**config.mk**
```make
export PLATFORM = sky130hd
export DESIGN_NAME = seg_scan_driver
export DESIGN_NICKNAME = d
export VERILOG_FILES = /design/src/rtl/seg_scan_driver.sv
export SDC_FILE = /design/constraint.sdc
export NUM_CORES = 1
export LEC_CHECK = 0
export CAP_MARGIN = 0
export CORE_MARGIN = 2
export CORE_UTILIZATION = 40
export CTS_CLUSTER_SIZE = 20
export DETAILED_ROUTE_END_ITERATION = 10
export PLACE_DENSITY = 0.56
export SETUP_SLACK_MARGIN = 0.02
export SYNTH_ARGS = -nofsm -noshare
export SYNTH_HDL_FRONTEND = slang
export SYNTH_SLANG_ARGS = --single-unit
```
**constraint.sdc**
```tcl
create_clock -name clk -period 2.5 [get_ports clk]
set_input_delay 0.5 -clock clk [delete_from_list [all_inputs] [get_ports clk]]
set_output_delay 0.5 -clock clk [all_outputs]
set_load 0.05 [all_outputs]
```
**src/rtl/seg_scan_driver.sv**
```systemverilog
// seg_scan_driver: time-multiplexed scan driver for a 4-digit seven-segment
// display. Each digit slot is PRESCALE cycles: a SHOW phase with one anode
// low, then BLANK_CYCLES cycles with every anode off to suppress ghosting.
// New values arrive over a valid/ready handshake into a one-entry pending
// register. They move to the display register only at a frame boundary or
// while the scanner is OFF, so a displayed number never tears.
//
// Handshake: load_ready is high exactly when the pending slot is empty. A
// transfer happens on any rising edge where load_valid && load_ready. After
// that, load_ready stays low until the pending value has moved to the display.
//
// Outputs are registered from the next-state values. As a result, they change
// on the same edge as the state they describe.
module seg_scan_driver #(
   parameter int PRESCALE     = 1000,
   parameter int BLANK_CYCLES = 16
) (
   input  logic        clk,
   input  logic        rst,
   input  logic        enable,
   input  logic        load_valid,
   input  logic [15:0] load_data,
   output logic        load_ready,
   output logic [3:0]  digit_code,
   output logic [3:0]  anode,
   output logic        frame_done
);

   localparam int CW = (PRESCALE > 1) ? $clog2(PRESCALE) : 1;
   localparam logic [CW-1:0] SHOW_LAST = CW'(PRESCALE - BLANK_CYCLES - 1);
   localparam logic [CW-1:0] SLOT_LAST = CW'(PRESCALE - 1);

   localparam logic [1:0] ST_OFF   = 2'd0;
   localparam logic [1:0] ST_SHOW  = 2'd1;
   localparam logic [1:0] ST_BLANK = 2'd2;

   logic [1:0]    state, state_n;
   logic [1:0]    idx, idx_n;
   logic [CW-1:0] cnt, cnt_n;
   logic [15:0]   disp, disp_n;
   logic [15:0]   pend, pend_n;
   logic          full, full_n;
   logic          boundary;
   logic          accept;

   // Next-state logic: scan sequencing, pending->display transfer, load capture
   always_comb begin
      state_n  = state;
      idx_n    = idx;
      cnt_n    = cnt;
      disp_n   = disp;
      pend_n   = pend;
      full_n   = full;
      boundary = 1'b0;
      accept   = load_valid && !full;

      case (state)
         ST_OFF: begin
            // While dark, a waiting value is applied right away
            if (full) begin
               disp_n = pend;
               full_n = 1'b0;
            end
            if (enable) begin
               state_n = ST_SHOW;
               idx_n   = 2'd0;
               cnt_n   = '0;
            end
         end
         ST_SHOW: begin
            if (!enable) begin
               state_n = ST_OFF;
               idx_n   = 2'd0;
               cnt_n   = '0;
            end else begin
               cnt_n = cnt + 1'b1;
               if (cnt == SHOW_LAST) begin
                  state_n = ST_BLANK;
               end
            end
         end
         ST_BLANK: begin
            if (!enable) begin
               state_n = ST_OFF;
               idx_n   = 2'd0;
               cnt_n   = '0;
            end else if (cnt == SLOT_LAST) begin
               state_n = ST_SHOW;
               cnt_n   = '0;
               idx_n   = idx + 2'd1;
               // End of digit 3's blank is the frame boundary
               if (idx == 2'd3) begin
                  boundary = 1'b1;
                  if (full) begin
                     disp_n = pend;
                     full_n = 1'b0;
                  end
               end
            end else begin
               cnt_n = cnt + 1'b1;
            end
         end
         default: begin
            state_n = ST_OFF;
            idx_n   = 2'd0;
            cnt_n   = '0;
         end
      endcase

      // A load can only land in an empty slot, so it never collides with a transfer
      if (accept) begin
         pend_n = load_data;
         full_n = 1'b1;
      end
   end

   // State, storage and registered outputs with asynchronous reset
   always_ff @(posedge clk or posedge rst) begin
      if (rst) begin
         state      <= ST_OFF;
         idx        <= 2'd0;
         cnt        <= '0;
         disp       <= 16'h0000;
         pend       <= 16'h0000;
         full       <= 1'b0;
         anode      <= 4'b1111;
         digit_code <= 4'hF;
         load_ready <= 1'b1;
         frame_done <= 1'b0;
      end else begin
         state      <= state_n;
         idx        <= idx_n;
         cnt        <= cnt_n;
         disp       <= disp_n;
         pend       <= pend_n;
         full       <= full_n;
         load_ready <= !full_n;
         frame_done <= boundary;
         if (state_n == ST_SHOW) begin
            anode      <= ~(4'b0001 << idx_n);
            digit_code <= disp_n[{idx_n, 2'b00} +: 4];
         end else begin
            anode      <= 4'b1111;
            digit_code <= 4'hF;
         end
      end
   end

endmodule

```
==> results.cfg <==
[global_routing]
grt_max_degree = 42
grt_util_met3_pct = 4.476
global_route.usage.met2_pct = 25.87
grt_pass1_wl_um = 9639
grt_pass1_vias = 1999
grt_busiest_layer = met2
overflow = 0
grt.total_usage_pct = 17.01
grt_antenna_before_repair = 0
gr-usage-met1_pct = 22.88

[logic_synthesis]
postSynth.asyncResetShare_pct = 100.0
synth_cells = 220
synth.most_common_cell = dfrtp_1
synth_edf_count = 0
synth_area_um2 = 2725
yosys.area.top_type_share_pct = 44.08
synth_common_cells = 48 x dfrtp_1, 19 x nor2_1, 17 x mux2_2
ys_ff_latch = 57
synth_top_cell_by_area = dfrtp_1
ys_types = 55
syn_nets = 246
seq_area_frac_synth_pct = 52.75
ys_warn_count = 0
yosys-top-cells-area = dfrtp_1 44%, dfstp_2 8.7%, mux2_2 7.0%
synthFlopType = dfrtp_1
syn_area_per_cell_um2 = 12.39

[placement]
gp_congestion = 0.7625
portBuffers = 29
hpwl_um = 3964

[clock_tree]
clock_path_buffers = 2
cts_tree = done
worstSkewPairLatency_ps = 320
htree_levels = 3
cts_sinks = 57
cts_buffers = 9
cts_root_buf = clkbuf_8
cts_setup_buffers = 0
path_clk_slew_ps = 70

[setup_path]
worstSetupPathType = flip-flop to flip-flop
cp.depth = 8
r2r-start = state[0]$_DFF_PP0_
crit_path_end = digit_code[3]$_DFF_PP1_
critPathMaxStageDelay_ps = 660
rr_worst_depth = 8
crit_fanout = 5
reg2reg_to = digit_code[3]$_DFF_PP1_
cp_top_family = simple AND/OR/NAND/NOR gates
worstPathRequired_ps = 2740
rrSetupSlack_ps = 170
crit_slowest_cell = or4b_1
worst_setup_path_start_kind = flip-flop
arrival_ps = 2570
cp_cell_sequence = inv_1 > ha_2 > nand4b_1 > nor3_2 > nor3_1 > or4b_1 > a22oi_1 > o211ai_2
crit_start = state[0]$_DFF_PP0_
critical_path.n_buffers_inverters = 1
crit_path_end_kind = flip-flop

[cells_and_area]
final_util_pct = 52.51
n_antenna_cell = 0
area_delta_synth_final_pct = 28.74
nFillCells = 624
drive_gt1_share_pct = 30.85
final_nets = 303

[power]
vdd_drop_max_v = 0.0005120
powerDensity_nw_per_um2 = 1057
leakagePower_nw = 1.560
power_mw = 3.707

[detailed_routing]
route.detailed.wl_per_inst_um = 15.63
vias_per_cell = 5.276
first_iter_violations = 71
drc_errors = 0
via_count = 1910
first_pass_iters = 4
wl_um = 5658
ant_nets = 0

[flow_run]
cap_violations = 0

[timing]
report.final.setup_viol = 0
rsz0062_at_grt = no
period_needed_ps = 2325
slew_viol_final = 0
hold_ws_ps = 481.1
fmaxAchievable_ghz = 0.4301
max_slew_margin_pct = 66.12
finalHoldViolCount = 0
max_slew.worst_pin.slew_ps = 505.1
clock-skew-final_ps = 5.889
tns_ps = 0
fin_crit_sh_pct = 93.01

[floorplanning]
fp-row-count = 30
die_y_um = 86.54
initial_utilization_pct = 40.79
dieArea_um2 = 7489
core_um2 = 6681
die_w_um = 86.54
ios = 30

[hold_path]
hp-class = primary input to asynchronous set/reset pin

[status]
status = finished, final reports clean
through the flow:
step / std cells / cell area [µm²] / setup WS [ps]
floorplan: 220 / 2725 / 369.0
global placement: 346 / 3267 / -129.4
detailed placement: 346 / 3267 / -158.4
CTS: 362 / 3496 / 63.49
global route: 362 / 3508 / 21.29
finish: 362 / 3508 / 174.7
registers in the layout, indices dropped and copies added, names as in the netlist:
name and flops:
state 2, anode 4, digit_code 4, full 1, cnt 10, disp 16, idx 2, frame_done 1
load_ready 1, pend 16
cell type report:
| type | instances | area (µm²) | area share [%] |
|---|---|---|---|
| clock buffer | 11 | 151.4 | 4.315 |
| clock inverter | 5 | 77.57 | 2.211 |
| inverter | 9 | 33.78 | 0.9629 |
| multi-input combinational | 147 | 1225 | 34.91 |
| sequential | 57 | 1438 | 40.98 |
| tap | 80 | 100.1 | 2.853 |
| timing repair buffer | 53 | 483.0 | 13.77 |
power by group:
| part | leakage (nW) | switching (mW) | internal, mW | total, mW |
|---|---|---|---|---|
| Clock | 0.115 | 0.355 | 0.612 | 0.966 |
| Sequential | 0.697 | 0.160 | 1.29 | 1.45 |
| Combinational | 0.748 | 0.685 | 0.611 | 1.30 |
| Total | 1.56 | 1.20 | 2.51 | 3.71 |
kinds of logic (layout without fill, tap and decap cells):
| kind of cell | after synthesis | in the layout | synth area share, % |
|---|---|---|---|
| XOR/XNOR | 8 | 8 | 2.571 |
| AO/OA/AOI/OAI | 47 | 47 | 15.34 |
| adder cells (fa/ha/maj) | 6 | 6 | 2.755 |
| flip-flops | 57 | 57 | 52.75 |
| multiplexers | 17 | 17 | 7.025 |
| buffers and inverters | 16 | 78 | 2.755 |
| AND/OR/NAND/NOR | 69 | 69 | 16.80 |
worst min path at each step:
| stage | startpoint | end | cells after the start |
|---|---|---|---|
| after floorplan | disp[13]$_DFF_PP0_ | disp[13]$_DFF_PP0_ | 1 |
| after global placement | disp[0]$_DFF_PP0_ | disp[0]$_DFF_PP0_ | 1 |
| after detailed placement | disp[2]$_DFF_PP0_ | disp[2]$_DFF_PP0_ | 1 |
| after CTS | rst | frame_done$_DFF_PP0_ | 2 |
| after global routing | rst | disp[6]$_DFF_PP0_ | 2 |
| final | rst | frame_done$_DFF_PP0_ | 2 |
worst reg2reg max path: stages (launching register included):
cell	delay (ps)
dfrtp_1	430
inv_1	130
ha_2	250
nand4b_1	190
nor3_2	190
nor3_1	60
or4b_1	660
a22oi_1	230
o211ai_2	110
layer usage:
metal	share of wire (%)	wire length, µm
met2	48	2690
met1	49	2761
met3	2.6	148
met4	1.0	57
met5	0	0
placed cells by master, fill, tap and decap left out, types with 4 or more instances in the layout:
cell type        synthesis  layout
nand2b_1                 6       6
clkbuf_8                 0      11
inv_1                    9       8
nand4_1                  4       4
nand2_1                  6       6
xor2_1                   6       6
ha_1                     6       5
buf_4                    1      23
a22o_1                  16      16
nor2_1                  19      19
mux2_2                  17      17
nand3_1                  8       8
dfrtp_1                 48      48
clkdlybuf4s50_1          0      29
dfstp_2                  9       9
timing repair:
item                       4_1_cts  5_1_grt
resized for setup                0        3
hold buffers                     0        0
setup endpoints to repair        0        4
Note: power is estimated with default switching activity, not from simulation.
